==> src/rtl/msl_pkg.sv <==
`default_nettype none
// ----------------------------------------------------------------------------
// msl_pkg : shared state encodings, parity modes and counter sizing for MSL
// Rev 1.0
// ----------------------------------------------------------------------------
package msl_pkg;

  typedef enum logic [2:0] {
    ST_IDLE  = 3'd0,
    ST_START = 3'd1,
    ST_RECV  = 3'd2,
    ST_STOP  = 3'd3,
    ST_GAP   = 3'd4
  } msl_state_e;

  localparam int c_PAR_NONE = 0;
  localparam int c_PAR_EVEN = 1;
  localparam int c_PAR_ODD  = 2;

  // Wide enough to hold the largest tick threshold plus one saturation step.
  function automatic int msl_cnt_width(input int seg_max, input int gap_ticks,
                                       input int stop_ticks);
    int m;
    m = seg_max;
    if (gap_ticks > m)  m = gap_ticks;
    if (stop_ticks > m) m = stop_ticks;
    return $clog2(m + 2);
  endfunction

endpackage
`default_nettype wire

==> src/rtl/msl_tick_gen.sv <==
`default_nettype none
// ----------------------------------------------------------------------------
// msl_tick_gen : one-clock sample strobe every P_TICK_DIV clocks plus a toggle
// Rev 1.0
// ----------------------------------------------------------------------------
module msl_tick_gen #(
  parameter int P_TICK_DIV = 50_000
) (
  input  logic i_clk,
  input  logic i_rst,
  output logic o_tick_stb,
  output logic o_tick
);

  localparam int c_CW = $clog2(P_TICK_DIV);

  logic [c_CW-1:0] r_cnt;
  logic            r_tgl;
  logic            w_term;

  assign w_term     = (r_cnt == c_CW'(P_TICK_DIV - 1));
  assign o_tick_stb = w_term;
  assign o_tick     = r_tgl;

  always_ff @(posedge i_clk or posedge i_rst) begin
    if (i_rst) begin
      r_cnt <= '0;
      r_tgl <= 1'b0;
    end else if (w_term) begin
      r_cnt <= '0;
      r_tgl <= ~r_tgl;
    end else begin
      r_cnt <= r_cnt + c_CW'(1);
    end
  end

endmodule
`default_nettype wire

==> src/rtl/msl_frame_receiver.sv <==
`default_nettype none
// ----------------------------------------------------------------------------
// msl_frame_receiver : single-wire MSL slave, bit value encoded as segment length
// Rev 1.0
// ----------------------------------------------------------------------------
module msl_frame_receiver
  import msl_pkg::*;
#(
  parameter int P_DATA_WIDTH = 8,
  parameter int P_TICK_DIV   = 50_000,
  parameter int P_START_MIN  = 8,
  parameter int P_SEG_MIN    = 2,
  parameter int P_ONE_MIN    = 7,
  parameter int P_SEG_MAX    = 22,
  parameter int P_STOP_TICKS = 10,
  parameter int P_GAP_TICKS  = 12,
  parameter int P_PARITY     = 0
) (
  input  logic                    i_clk,
  input  logic                    i_rst,
  input  logic                    i_msl_sda,
  output logic [P_DATA_WIDTH-1:0] o_data,
  output logic                    o_valid,
  output logic                    o_frame_err,
  output logic                    o_parity_err,
  output logic                    o_busy,
  output logic                    o_tick
);

  localparam int c_CW    = msl_cnt_width(P_SEG_MAX, P_GAP_TICKS, P_STOP_TICKS);
  localparam int c_NBITS = P_DATA_WIDTH + ((P_PARITY != c_PAR_NONE) ? 1 : 0);
  localparam logic [c_CW-1:0] c_LEN_SAT = c_CW'(P_SEG_MAX + 1);
  localparam logic [c_CW-1:0] c_GAP_SAT = c_CW'(P_GAP_TICKS);

  msl_state_e r_state, w_state_next;

  logic                    r_sync1, r_sync2, r_last;
  logic [c_CW-1:0]         r_len, r_gap;
  logic [5:0]              r_bitcnt;
  logic [c_NBITS-1:0]      r_shift;
  logic [P_DATA_WIDTH-1:0] r_data;
  logic                    r_valid, r_ferr, r_perr;

  logic                    w_tick, w_edge, w_bit, w_par_ok;
  logic [c_CW-1:0]         w_len_next, w_gap_next;
  logic [c_NBITS-1:0]      w_shift_next;
  logic [P_DATA_WIDTH-1:0] w_payload;
  logic                    w_shift_en, w_bits_clr, w_gap_clr;
  logic                    w_valid_nx, w_ferr_nx, w_perr_nx;

  msl_tick_gen #(
    .P_TICK_DIV (P_TICK_DIV)
  ) u_tick_gen (
    .i_clk      (i_clk),
    .i_rst      (i_rst),
    .o_tick_stb (w_tick),
    .o_tick     (o_tick)
  );

  assign w_edge     = (r_sync2 != r_last);
  assign w_len_next = w_edge ? c_CW'(1)
                    : ((r_len < c_LEN_SAT) ? r_len + c_CW'(1) : r_len);
  assign w_gap_next = !r_sync2 ? '0
                    : ((r_gap < c_GAP_SAT) ? r_gap + c_CW'(1) : r_gap);
  assign w_bit      = (int'(r_len) >= P_ONE_MIN);
  assign w_payload  = r_shift[c_NBITS-1 -: P_DATA_WIDTH];
  assign w_par_ok   = (P_PARITY == c_PAR_ODD)  ? (^r_shift)
                    : (P_PARITY == c_PAR_EVEN) ? ~(^r_shift) : 1'b1;

  always_comb begin
    w_shift_next    = r_shift << 1;
    w_shift_next[0] = w_bit;
  end

  // Next-state and strobe decode; every decision is gated to tick cycles.
  always_comb begin
    w_state_next = r_state;
    w_shift_en   = 1'b0;
    w_bits_clr   = 1'b0;
    w_gap_clr    = 1'b0;
    w_valid_nx   = 1'b0;
    w_ferr_nx    = 1'b0;
    w_perr_nx    = 1'b0;
    if (w_tick) begin
      unique case (r_state)
        ST_IDLE: begin
          if (!r_sync2) w_state_next = ST_START;
        end
        ST_START: begin
          if (w_edge) begin
            if (int'(r_len) >= P_START_MIN) begin
              w_state_next = ST_RECV;
              w_bits_clr   = 1'b1;
            end else begin
              w_state_next = ST_IDLE;
            end
          end else if (int'(w_len_next) > P_SEG_MAX) begin
            w_ferr_nx    = 1'b1;
            w_gap_clr    = 1'b1;
            w_state_next = ST_GAP;
          end
        end
        ST_RECV: begin
          if (w_edge) begin
            if (int'(r_len) < P_SEG_MIN) begin
              w_ferr_nx    = 1'b1;
              w_gap_clr    = 1'b1;
              w_state_next = ST_GAP;
            end else begin
              w_shift_en = 1'b1;
              if (int'(r_bitcnt) == c_NBITS - 1) w_state_next = ST_STOP;
            end
          end else if (int'(w_len_next) > P_SEG_MAX) begin
            w_ferr_nx    = 1'b1;
            w_gap_clr    = 1'b1;
            w_state_next = ST_GAP;
          end
        end
        ST_STOP: begin
          if (w_edge) begin
            w_ferr_nx    = 1'b1;
            w_gap_clr    = 1'b1;
            w_state_next = ST_GAP;
          end else if (int'(w_len_next) >= P_STOP_TICKS) begin
            w_valid_nx   = w_par_ok;
            w_perr_nx    = ~w_par_ok;
            w_gap_clr    = 1'b1;
            w_state_next = ST_GAP;
          end
        end
        ST_GAP: begin
          if (int'(w_gap_next) >= P_GAP_TICKS) w_state_next = ST_IDLE;
        end
        default: w_state_next = ST_IDLE;
      endcase
    end
  end

  // Synchroniser and line-history flops reset high to match the idle line.
  always_ff @(posedge i_clk or posedge i_rst) begin
    if (i_rst) begin
      r_sync1 <= 1'b1;
      r_sync2 <= 1'b1;
      r_last  <= 1'b1;
      r_len   <= '0;
    end else begin
      r_sync1 <= i_msl_sda;
      r_sync2 <= r_sync1;
      if (w_tick) begin
        r_last <= r_sync2;
        r_len  <= w_len_next;
      end
    end
  end

  always_ff @(posedge i_clk or posedge i_rst) begin
    if (i_rst) begin
      r_state  <= ST_IDLE;
      r_gap    <= '0;
      r_bitcnt <= '0;
      r_shift  <= '0;
    end else begin
      r_state <= w_state_next;
      if (w_gap_clr) begin
        r_gap <= '0;
      end else if (w_tick && (r_state == ST_GAP)) begin
        r_gap <= w_gap_next;
      end
      if (w_bits_clr) begin
        r_bitcnt <= '0;
        r_shift  <= '0;
      end else if (w_shift_en) begin
        r_bitcnt <= r_bitcnt + 6'd1;
        r_shift  <= w_shift_next;
      end
    end
  end

  always_ff @(posedge i_clk or posedge i_rst) begin
    if (i_rst) begin
      r_data  <= '0;
      r_valid <= 1'b0;
      r_ferr  <= 1'b0;
      r_perr  <= 1'b0;
    end else begin
      r_valid <= w_valid_nx;
      r_ferr  <= w_ferr_nx;
      r_perr  <= w_perr_nx;
      if (w_valid_nx) r_data <= w_payload;
    end
  end

  assign o_data       = r_data;
  assign o_valid      = r_valid;
  assign o_frame_err  = r_ferr;
  assign o_parity_err = r_perr;
  assign o_busy       = (r_state != ST_IDLE);

endmodule
`default_nettype wire
==> config.mk <==
export PLATFORM = sky130hd
export DESIGN_NAME = msl_frame_receiver
export DESIGN_NICKNAME = d
export VERILOG_FILES = /design/src/rtl/msl_pkg.sv /design/src/rtl/msl_tick_gen.sv /design/src/rtl/msl_frame_receiver.sv
export SDC_FILE = /design/constraint.sdc
export NUM_CORES = 1
export LEC_CHECK = 0
export CAP_MARGIN = 10
export CORE_UTILIZATION = 50
export DETAILED_ROUTE_END_ITERATION = 8
export PLACE_DENSITY = 0.78
export SYNTH_ARGS = -nofsm -noshare
export SYNTH_HDL_FRONTEND = slang
export SYNTH_SLANG_ARGS = --single-unit
export TNS_END_PERCENT = 1
==> constraint.sdc <==
create_clock -name i_clk -period 5.71 [get_ports i_clk]
set_clock_uncertainty 0.15 [all_clocks]
set_input_delay 1.142 -clock i_clk [delete_from_list [all_inputs] [get_ports i_clk]]
set_output_delay 1.142 -clock i_clk [all_outputs]
set_load 0.01 [all_outputs]
Word-level counts from Yosys, hierarchy flattened:

Index checks and enable logic that the tools add are counted.

* flip-flop bits (word level): 57

* add/sub/neg operators: 4
* $lt $le $gt $ge: 8
* equal/unequal tests: 11
* multiplexer cells: 44
* bitwise logic cells: 1
* reductions and logical operators: 6

Operators with widths (count)
* 5-bit two-way mux: 6
* 3-bit two-way mux: 9
* 1-bit two-way mux: 20
* 16-bit by 1-bit adder with 16-bit output, second input constant: 1
* 16-bit equality test, second input constant: 1
* 16-bit two-way mux: 1
* 8-bit two-way mux: 2
* 5-bit by 4-bit greater-or-equal comparator with 1-bit output, second input constant: 3
* 3-bit one-hot mux with 5 select lines: 1
* 6-bit two-way mux: 2
* 5-bit by 1-bit adder with 5-bit output, second input constant: 2
* 6-bit by 1-bit adder with 6-bit output, second input constant: 1
* 3-bit by 2-bit equality test with 1-bit output, second input constant: 2
* 6-bit by 4-bit equality test with 1-bit output, second input constant: 1
* 1-bit one-hot mux with 3 select lines: 2
* 5-bit by 3-bit greater-or-equal comparator with 1-bit output, second input constant: 1
* 5-bit > comparator, second input constant: 1
* 5-bit by 2-bit less-than comparator with 1-bit output, second input constant: 1
* 5-bit by 4-bit less-than comparator with 1-bit output, second input constant: 1
* 5-bit less-than comparator, second input constant: 1
* 5-bit AND reduction: 1
* 2-bit != test, second input constant: 2
* 4-bit != test, second input constant: 1
* 2-bit nonzero test: 2
* other kinds (9): 9

Depth between registers and ports, before layout:

* depth after elaboration: 9
* gate-level depth with buffers: 10
* gate-level depth less buffers: 7

Cells and area by module:

Synthesis repeated with hierarchy kept, for this count alone.

* cells, all modules: 295
* area total of the unflattened synthesis: 3011.6 µm²

Modules (own cells, without submodules)
* msl_frame_receiver: instances 1, cells an instance 221, area each 2227.1 µm²
* msl_tick_gen: instances 1, cells an instance 74, area each 784.5 µm²

Worst setup path before layout:

Ideal clock, no wire load.

* path type: reg-to-reg
* from: reg r_len[0]
* to: reg r_data[0], in the netlist o_data[0]
* library setup time: 0.125 ns
* arrival time: 2.055 ns
* data required time: 5.435 ns
* setup slack: 3.380 ns
* stages on the path, launching flop included: 8
* path buffers: 0
* clock period less this slack: 2.330 ns
* cell sequence: dfrtp_1 > ha_1 > nor2_1 > a311oi_2 > o21a_2 > nor2b_2 > nor4_4 > mux2_2

* word-level cells in the longest chain between the ends: 8

Ends and longest elaborated chain
* from (decl): RTL line msl_frame_receiver.sv:38 `logic [c_CW-1:0] r_len, r_gap;`
* from (signal assigned): RTL line msl_frame_receiver.sv:151 `r_len <= w_len_next;`
* 5-bit by 1-bit adder with 5-bit output / 5-bit less-than comparator (equally long branches): RTL line msl_frame_receiver.sv:62 `: ((r_len < c_LEN_SAT) ? r_len + c_CW'(1) : r_len);`
* 5-bit two-way mux *: RTL line msl_frame_receiver.sv:62
* 5-bit two-way mux *: RTL line msl_frame_receiver.sv:61 `assign w_len_next = w_edge ? c_CW'(1)`
* 5-bit by 4-bit greater-or-equal comparator with 1-bit output *: RTL line msl_frame_receiver.sv:124 `end else if (int'(w_len_next) >= P_STOP_TICKS) begin`
* 1-bit two-way mux *: RTL line msl_frame_receiver.sv:124
* 1-bit two-way mux *: RTL line msl_frame_receiver.sv:120 `if (w_edge) begin`
* 1-bit two-way mux *: RTL line msl_frame_receiver.sv:85 `unique case (r_state)`
* 1-bit two-way mux *: RTL line msl_frame_receiver.sv:84 `if (w_tick) begin`
* to (signal assigned): RTL line msl_frame_receiver.sv:189 `if (w_valid_nx) r_data <= w_payload;`
* to (decl): RTL line msl_frame_receiver.sv:41 `logic [P_DATA_WIDTH-1:0] r_data;`

Mark *: on every way between the ends. The rest lies on a longest branch, timed or not.
A chain may end at the register's enable or synchronous reset.

Final worst setup path:

* from: reg r_state[0]
* to: out o_busy

* word-level cells in the longest chain between the ends: 1

Ends and longest elaborated chain
* from (decl): RTL line msl_frame_receiver.sv:35 `msl_state_e r_state, w_state_next;`
* from (signal assigned): RTL line msl_frame_receiver.sv:163 `r_state <= w_state_next;`
* 3-bit nonzero test: RTL line msl_frame_receiver.sv:197 `assign o_busy = (r_state != ST_IDLE);`
* to (decl): RTL line msl_frame_receiver.sv:26 `output logic o_busy,`

Every way passes these cells.

==> impl_metrics.yaml <==
logic_synthesis:
  postSynthAreaPerCell_um2: 10.0
  synthDistinctLibCells: 53
  synth_most_common_cell: "dfrtp_1"
  netlist_area_um2: 2900
  synth_ff_type: "dfrtp_1"
  syn_inst: 289
  synth_edf_count: 0
  synth_warnings: 0
  ys_seq_area_share_pct: 49.2
  synth_top_area_share_pct: 46.5
  synth_top_area_cell: "dfrtp_1"
  synthTopCellsByCount: "dfrtp_1 (54), nand2_1 (39), nor2_1 (26)"
  syn_nets: 296
  synth-seq-cells: 57
  async_flop_share_pct: 100
  synthTopCellsByArea: "dfrtp_1 (47%), nand2_1 (5.0%), xor2_1 (3.9%)"
floorplanning:
  boundaryPins: 16
  dieArea_um2: 6120
  rows: 27
  core-area_um2: 5540
  die_w_um: 78.2
  start_util_pct: 52.4
  die_y_um: 78.2
routing:
  routedWlPerCell_um: 13.9
  maxUsedRoutingLayer: "met4"
  detail-route-antenna-nets: 0
  firstDrtPassIters: 4
  drc_errors: 0
  wl_met3_um: 209
  m1WireLength_um: 2480
  drt_iter0_markers: 151
  num_vias: 2119
  routed-wl-met2_um: 2440
  routed_wl_um: 5240
  vias_per_cell: 5.61
clock_tree:
  cts_buffers: 9
  cts_buffer_depth: 2
  cts.repair.resized: 0
  postCtsSetupBuffers: 0
  ctsHoldBuffers: 0
  clkSlewWorstSetupHoldPaths_ps: 60
  cts_root_buffer: "clkbuf_8"
  cts_tree: "done"
  htree_levels: 3
  clk_latency_ps: 340
  cts.sinks: 57
setup_path:
  cp_max_fo: 14
  crit_type: "register to output pin"
  endpoint_kind: "output pin"
  cp.arrival_ps: 1790
  startpoint: "r_state[0]"
  rr_startpoint: "u_tick_gen.r_cnt[5]"
  worstPathRequired_ps: 4420
  cp-start-kind: "register"
power_and_ir_drop:
  power.density_nw_per_um2: 238
  p_leak_nw: 1.47
  ir_drop_v: 0.000172
  finalPower_mw: 0.774
sta:
  layout_min_cycle_time_ps: 3080
  rsz0062_at_grt: "false"
  layout_setup_ws_ps: 2630
  finalHoldViolCount: 0
  tightest_slew_ps: 878
  drv_slew: 0
  whs_ps: 205
  tns_ps: 0
  setup_violations: 0
  fin_crit_sh_pct: 53.9
  max_clock_freq_ghz: 0.325
  maxSlewHeadroom_pct: 41.1
placed_design:
  pre_cts_ws_ps: 2940
  gp_routability_congestion: 0.837
  post-dp-hpwl_um: 3530
  portBuffers: 14
global_route:
  grt_use_total_pct: 19.5
  grt_pass1_vias: 2006
  grt_pass1_wl_um: 9180
  overflow: 0
  antenna_found_initial: 0
  grt_max_degree: 58
final_layout:
  nets: 308
  syn2layout_area_growth_pct: 12.3
  n_fill_cell: 489
  drive_gt1_share_pct: 13.4
  antennaDiodeCount: 0
  utilization_pct: 58.9
min_path:
  hold_path.class: "register to register"
  hold_start: "r_sync1"
outcome:
  status: "finished clean"
job:
  drv_cap: 0
[worst max-delay path, stage by stage, from the launching register on]
cell             delay (ps)
dfrtp_1                 510
or3_1                   450
clkdlybuf4s50_1         490
[path summary, 6_finish.rpt]
path / to / slack [ps] / depth (start not counted)
min in group asynchronous: r_bitcnt[3] / 1160 / 3
max in group asynchronous: r_len[4] / 3770 / 3
worst max register to register: r_shift[0] / 2950 / 5
worst min-delay path: r_sync2 / 200 / 0
worst max-delay path: o_busy / 2630 / 2
worst min register to register: r_sync2 / 200 / 0
[routing by layer]
| metal | up-vias | global-route usage (%) |
|---|---|---|
| li1 | 1051 | - |
| met1 | 1018 | 26.4 |
| met2 | 39 | 28.3 |
| met3 | 11 | 5.23 |
| met4 | 0 | 11.1 |
| met5 | - | 0 |
[through the flow]
stage / std cells / instance area, um^2
global route: 378 / 3260
global placement: 362 / 3070
finish: 378 / 3260
detailed placement: 362 / 3070
CTS: 378 / 3260
floorplan: 289 / 2900
[power breakdown]
group | internal [mW] | total (mW) | switching, mW
clock network | 0.203 | 0.355 | 0.151
logic | 0.00262 | 0.0131 | 0.0105
registers | 0.405 | 0.406 | 0.00111
total | 0.611 | 0.774 | 0.163
[logic make-up (layout without fill, tap and decap cells)]
logic type	Yosys count	in the layout	synth area share, %
multiplexers	11	11	4.18
AND/OR/NAND/NOR	125	125	23.0
XOR/XNOR	22	22	6.89
flip-flops	57	57	49.2
other	1	1	0.129
adder cells (fa/ha/maj)	4	4	1.72
AO/OA/AOI/OAI	50	50	11.6
buffers and inverters	19	36	3.19
[cell type report]
class | count | area, um^2 | area share, %
Sequential cell | 57 | 1430 | 43.9
Multi-Input combinational cell | 213 | 1380 | 42.4
Clock buffer | 14 | 183 | 5.60
Timing Repair Buffer | 15 | 148 | 4.53
Tap cell | 72 | 90.1 | 2.76
Inverter | 5 | 18.8 | 0.576
Clock inverter | 2 | 10.0 | 0.307
[placed cells by master (no fill, tap or decap), drive strengths merged, types with 3 or more instances in the layout]
cell	synthesis	final
dfstp	3	3
nand4b	3	3
nor2	27	27
nor4	4	4
a22oi	3	3
o211ai	4	4
nand3	16	16
o21ai	11	11
o31ai	3	3
and3	7	7
a21oi	11	11
xor2	14	14
dfrtp	54	54
inv	5	5
a21o	4	4
xnor2	8	8
clkdlybuf4s50	0	14
mux2	9	9
nand2b	4	4
and2	4	4
clkbuf	6	14
nand2	39	39
nor3b	3	3
ha	4	4
[registers in the layout (all words and copies together) (netlist names)]
register           cells
o_frame_err            1
r_sync2                1
u_tick_gen.o_tick      1
r_len                  5
o_data                 8
r_last                 1
u_tick_gen.r_cnt      16
r_sync1                1
o_valid                1
r_bitcnt               6
r_gap                  5
r_state                3
r_shift                8
Note: power is estimated with default switching activity, not from simulation.
